## src/rtl/shift_unit_arbiter.sv

```systemverilog
// shift_unit_arbiter: shares one 64-bit left barrel shifter between two
// round-robin requesters. The block derives SLL, SRL, SRA and ROL from that
// shifter by bit-reversing the operand and, where needed, making a second pass.

// Logarithmic 64-bit left shifter, zero fill, 6-bit shift amount.
module barrel_shifter_left (
    input  logic [63:0] din,
    input  logic [5:0]  shamt,
    output logic [63:0] dout
);

    logic [6:0][63:0] stage;

    // Each stage shifts by 2^i when bit i of the amount is set.
    always_comb begin
        stage[0] = din;
        for (int unsigned i = 0; i < 6; i++) begin
            stage[i + 1] = shamt[i] ? (stage[i] << (1 << i)) : stage[i];
        end
    end

    assign dout = stage[6];

endmodule

module shift_unit_arbiter (
    input  logic        clk,
    input  logic        rst,
    input  logic        req0_valid,
    output logic        req0_ready,
    input  logic [63:0] req0_data,
    input  logic [5:0]  req0_shamt,
    input  logic [1:0]  req0_op,
    input  logic        req1_valid,
    output logic        req1_ready,
    input  logic [63:0] req1_data,
    input  logic [5:0]  req1_shamt,
    input  logic [1:0]  req1_op,
    output logic        rsp_valid,
    input  logic        rsp_ready,
    output logic [63:0] rsp_data,
    output logic        rsp_id
);

    typedef enum logic [1:0] {
        S_IDLE  = 2'd0,
        S_PASS1 = 2'd1,
        S_PASS2 = 2'd2,
        S_DONE  = 2'd3
    } state_t;

    typedef enum logic [1:0] {
        OP_SLL = 2'b00,
        OP_SRL = 2'b01,
        OP_SRA = 2'b10,
        OP_ROL = 2'b11
    } op_t;

    function automatic logic [63:0] bit_rev(input logic [63:0] x);
        logic [63:0] r;
        for (int unsigned i = 0; i < 64; i++) begin
            r[i] = x[63 - i];
        end
        return r;
    endfunction

    state_t      state_q, state_d;
    logic [63:0] data_q, data_d;
    logic [5:0]  shamt_q, shamt_d;
    op_t         op_q, op_d;
    logic        id_q, id_d;
    logic [63:0] p1_q, p1_d;
    logic        last_grant_q, last_grant_d;
    logic        rsp_valid_q, rsp_valid_d;
    logic [63:0] rsp_data_q, rsp_data_d;
    logic        rsp_id_q, rsp_id_d;

    logic        grant_id;
    logic        accept;
    logic [63:0] sh_in;
    logic [5:0]  sh_amt;
    logic [63:0] sh_out;
    logic [63:0] sh_rev;

    // Round-robin grant: a lone requester wins, a tie goes away from last_grant.
    always_comb begin
        grant_id   = 1'b0;
        req0_ready = 1'b0;
        req1_ready = 1'b0;
        if (req0_valid && req1_valid) begin
            grant_id = ~last_grant_q;
        end else begin
            grant_id = req1_valid;
        end
        if (state_q == S_IDLE) begin
            req0_ready = req0_valid & ~grant_id;
            req1_ready = req1_valid &  grant_id;
        end
    end

    assign accept = req0_ready | req1_ready;

    // Shifter operand selection. Right shifts are left shifts of the reversed
    // word; SRA's sign fill and ROL's wrapped half come from a second pass.
    always_comb begin
        sh_in  = data_q;
        sh_amt = shamt_q;
        case (state_q)
            S_PASS1: begin
                if (op_q == OP_SRL || op_q == OP_SRA) begin
                    sh_in = bit_rev(data_q);
                end
            end
            S_PASS2: begin
                if (op_q == OP_SRA) begin
                    sh_in = '1;
                end else begin
                    sh_in  = bit_rev(data_q);
                    sh_amt = 6'd0 - shamt_q;
                end
            end
            default: begin
                sh_in  = data_q;
                sh_amt = shamt_q;
            end
        endcase
    end

    barrel_shifter_left u_shifter (
        .din   (sh_in),
        .shamt (sh_amt),
        .dout  (sh_out)
    );

    assign sh_rev = bit_rev(sh_out);

    // Next-state and register-update logic for the sequencing FSM.
    always_comb begin
        state_d      = state_q;
        data_d       = data_q;
        shamt_d      = shamt_q;
        op_d         = op_q;
        id_d         = id_q;
        p1_d         = p1_q;
        last_grant_d = last_grant_q;
        rsp_valid_d  = rsp_valid_q;
        rsp_data_d   = rsp_data_q;
        rsp_id_d     = rsp_id_q;

        case (state_q)
            S_IDLE: begin
                if (accept) begin
                    data_d       = grant_id ? req1_data  : req0_data;
                    shamt_d      = grant_id ? req1_shamt : req0_shamt;
                    op_d         = op_t'(grant_id ? req1_op : req0_op);
                    id_d         = grant_id;
                    last_grant_d = grant_id;
                    state_d      = S_PASS1;
                end
            end
            S_PASS1: begin
                case (op_q)
                    OP_SLL: begin
                        rsp_data_d  = sh_out;
                        rsp_id_d    = id_q;
                        rsp_valid_d = 1'b1;
                        state_d     = S_DONE;
                    end
                    OP_SRL: begin
                        rsp_data_d  = sh_rev;
                        rsp_id_d    = id_q;
                        rsp_valid_d = 1'b1;
                        state_d     = S_DONE;
                    end
                    OP_SRA: begin
                        p1_d    = sh_rev;
                        state_d = S_PASS2;
                    end
                    OP_ROL: begin
                        p1_d    = sh_out;
                        state_d = S_PASS2;
                    end
                    default: begin
                        state_d = S_IDLE;
                    end
                endcase
            end
            S_PASS2: begin
                if (op_q == OP_SRA) begin
                    rsp_data_d = p1_q | (data_q[63] ? ~sh_rev : '0);
                end else begin
                    rsp_data_d = p1_q | sh_rev;
                end
                rsp_id_d    = id_q;
                rsp_valid_d = 1'b1;
                state_d     = S_DONE;
            end
            S_DONE: begin
                if (rsp_ready) begin
                    rsp_valid_d = 1'b0;
                    state_d     = S_IDLE;
                end
            end
            default: begin
                state_d = S_IDLE;
            end
        endcase
    end

    // State and datapath registers; last_grant resets to 1 so req0 wins the first tie.
    always_ff @(posedge clk or posedge rst) begin
        if (rst) begin
            state_q      <= S_IDLE;
            data_q       <= '0;
            shamt_q      <= '0;
            op_q         <= OP_SLL;
            id_q         <= 1'b0;
            p1_q         <= '0;
            last_grant_q <= 1'b1;
            rsp_valid_q  <= 1'b0;
            rsp_data_q   <= '0;
            rsp_id_q     <= 1'b0;
        end else begin
            state_q      <= state_d;
            data_q       <= data_d;
            shamt_q      <= shamt_d;
            op_q         <= op_d;
            id_q         <= id_d;
            p1_q         <= p1_d;
            last_grant_q <= last_grant_d;
            rsp_valid_q  <= rsp_valid_d;
            rsp_data_q   <= rsp_data_d;
            rsp_id_q     <= rsp_id_d;
        end
    end

    assign rsp_valid = rsp_valid_q;
    assign rsp_data  = rsp_data_q;
    assign rsp_id    = rsp_id_q;

endmodule

```

## config.mk

```make
export PLATFORM = sky130hd
export DESIGN_NAME = shift_unit_arbiter
export DESIGN_NICKNAME = d
export VERILOG_FILES = /design/src/rtl/shift_unit_arbiter.sv
export SDC_FILE = /design/constraint.sdc
export NUM_CORES = 1
export LEC_CHECK = 0
export CAP_MARGIN = 20
export CORE_MARGIN = 3
export CORE_UTILIZATION = 40
export CTS_CLUSTER_DIAMETER = 120
export DETAILED_ROUTE_END_ITERATION = 16
export HOLD_SLACK_MARGIN = 0.02
export PLACE_DENSITY_LB_ADDON = 0.1
export SLEW_MARGIN = 25
export SYNTH_ARGS = -nofsm -noshare
export SYNTH_HDL_FRONTEND = slang
export SYNTH_HIERARCHICAL = 1
export SYNTH_SLANG_ARGS = --single-unit
```

## constraint.sdc

```tcl
create_clock -name clk -period 8.3 [get_ports clk]
set_clock_uncertainty 0.05 [all_clocks]
set_input_delay 0.83 -clock clk [delete_from_list [all_inputs] [get_ports clk]]
set_output_delay 0.83 -clock clk [all_outputs]
set_load 0.005 [all_outputs]
```

==> flow_summary.yaml <==
finish:
  n_antenna_cell: 0
  fin_area_um2: 20700
  nets: 2100
  nFillCells: 4166
  post_route_cells_drive_above_1_share: 0.129
  finalCoreUtilization: 0.480
  syn_to_final_growth_pct: 18.0
detailed_routing:
  wirelength_mm: 54.6
  dr.pass1.iters: 6
  ant_nets: 0
  drt-initial-drc-count: 1161
  wl_per_cell_um: 21.5
  vias: 14700
  via_per_inst: 5.77
  drc_errors: 0
timing:
  final-setup-viol-count: 0
  fin_crit_ps: 5010
  rsz0062_at_grt: "false"
  finalHoldViolCount: 0
  worstMarginPinSlew_ps: 1070
  hold_slack_ps: 422
  relSlewSlack: 0.281
  min_period_over_period: 0.604
  tns_ps: 0
  max_freq_mhz: 200
  slew_violations: 0
synth:
  synth_common_cells: "mux2i_1 (249), o21ai_0 (208), dfrtp_1 (205), nand2_1 (190), clkbuf_1 (89)"
  synth_top_area_frac: 0.292
  synth_nets: 2001
  syn-instance-count: 1842
  async_flop_share: 1.00
  ys_seq_elements: 206
  synth_flop_cell: "dfrtp_1"
  synth_area_leader_cell: "dfrtp_1"
  avgSynthCellArea_um2: 9.53
  synth_cell_types: 67
  synth_edf_count: 0
  yosys.cell_count.top_type: "mux2i_1"
  post_synth_instance_area_um2: 17600
  synth_seq_area_share: 0.294
  ys_warn_count: 6
  synthTopCellsByArea: "dfrtp_1 (29%), mux2i_1 (14%), mux4_2 (7.4%)"
placement:
  hpwl_mm: 38.8
  dpl-instance-area_um2: 19900
  gp_congestion: 0.978
  io_buffers: 216
clock_tree:
  post_cts_buffers: 0
  post_cts_resized: 0
  cts_tree: "yes"
  cts_sinks: 206
  cts_root_buffer: "clkbuf_16"
  htree_levels: 1
  clk_latency_ps: 540
  cts_buffer_depth: 3
  ctsHoldBuffers: 0
  clkTransAtPathRegs_ps: 60
  cts_buffers: 24
min_path:
  hold_path_class: "reg2reg"
  hold_path.startpoint: "id_q"
setup_path:
  crit_fanout: 66
  crit_required_ps: 8680
  crit_start: "state_q[0]"
  r2r_slack_ps: 3290
  path_class: "reg2reg"
  endpoint_kind: "flop"
  cp-start-kind: "flop"
  cp_data_arrival_time_ps: 5390
  r2r-start: "state_q[0]"
global_routing:
  antenna_found_initial: 0
  grt_pass1_vias: 14300
  grt_pass1_wl_mm: 85.1
  grt_use_total: 0.227
  grt_overflow: 0
  grt_max_degree: 118
floorplan:
  io_pins: 217
  design.core.area_um2: 43200
  rows: 76
  start_util: 0.407
  die_y_um: 215
  die-area_um2: 46400
  die_width_um: 215
run_status:
  status: "finished, final reports clean"
flow_run:
  drv_cap: 0
## worst max-delay path: stages, from the launching register on
cell and delay, ps:
dfrtp_1 420, inv_1 120, ha_1 270, buf_4 580, nand2_1 110, buf_4 310, o21ai_0 140, a22o_1 210
mux2_2 220, nor2_1 50, nor4_1 890, a22oi_1 300, mux2i_1 580, nand3b_1 200, a32oi_1 130, mux2_4 280
## path summary, 6_finish.rpt
check	to	cells after the start
worst max-delay path	rsp_data[12]	15
worst min-delay path	id_q	1
worst max register to register	rsp_data[12]	15
worst min register to register	id_q	1
max in group asynchronous	shamt_q[0]	3
min in group asynchronous	rsp_data[31]	2
## layout make-up
class,instances,area (um^2),area share
clock buffers,35,692,0.0334
clock inverters,7,71.3,0.00344
well taps,585,732,0.0353
inverters,81,312,0.0150
repair buffers,243,2430,0.117
multi-input cells,1385,11300,0.546
flip-flops and latches,206,5160,0.249
## logic make-up (layout without fill, tap and decap cells)
kind of cell	Yosys count	after routing	share of synthesized area
AO/OA/AOI/OAI	462	462	0.175
XOR/XNOR	4	4	0.00200
flip-flops	206	206	0.294
adder cells (fa/ha/maj)	10	10	0.00713
buffers and inverters	251	366	0.0700
AND/OR/NAND/NOR	487	487	0.143
multiplexers	422	422	0.310
## sequential cells by signal, summed over array words and instances, names as in the netlist
name          count
data_q           64
id_q              1
rsp_data         64
rsp_valid         1
last_grant_q      1
op_q              2
state_q           2
shamt_q           6
p1_q             64
rsp_id            1
## per-layer routing
layer | track usage | vias to the layer above | routed length (um) | part of all wire
li1 | - | 6986 | - | -
met1 | 0.326 | 7174 | 25600 | 0.47
met2 | 0.359 | 435 | 24500 | 0.45
met3 | 0.0307 | 85 | 2900 | 0.053
met4 | 0.0685 | 0 | 1710 | 0.031
met5 | 0 | - | 0 | 0
## through the flow
step,std cells,setup slack [ps]
floorplan,1842,1800
global placement,2497,3210
detailed placement,2499,3350
CTS,2541,3320
global route,2542,2910
finish,2542,3290
## layout by cell type, fill, tap and decap left out, types with 11 or more instances in the layout
cell / count
inv_1: 76
o21ai_1: 11
mux2i_1: 249
nand3b_1: 66
mux4_2: 58
a21oi_1: 22
o21ai_0: 208
mux2_2: 54
nor2_1: 60
clkdlybuf4s50_1: 216
nand2b_1: 68
nand2_1: 190
nor2b_1: 70
a32oi_1: 64
buf_4: 22
dfrtp_1: 203
mux2_4: 51
a22o_1: 65
clkbuf_16: 24
o22ai_1: 12
Power is not shown: default switching activity piles up to over one toggle a cycle in this logic, so the estimate is an artifact.
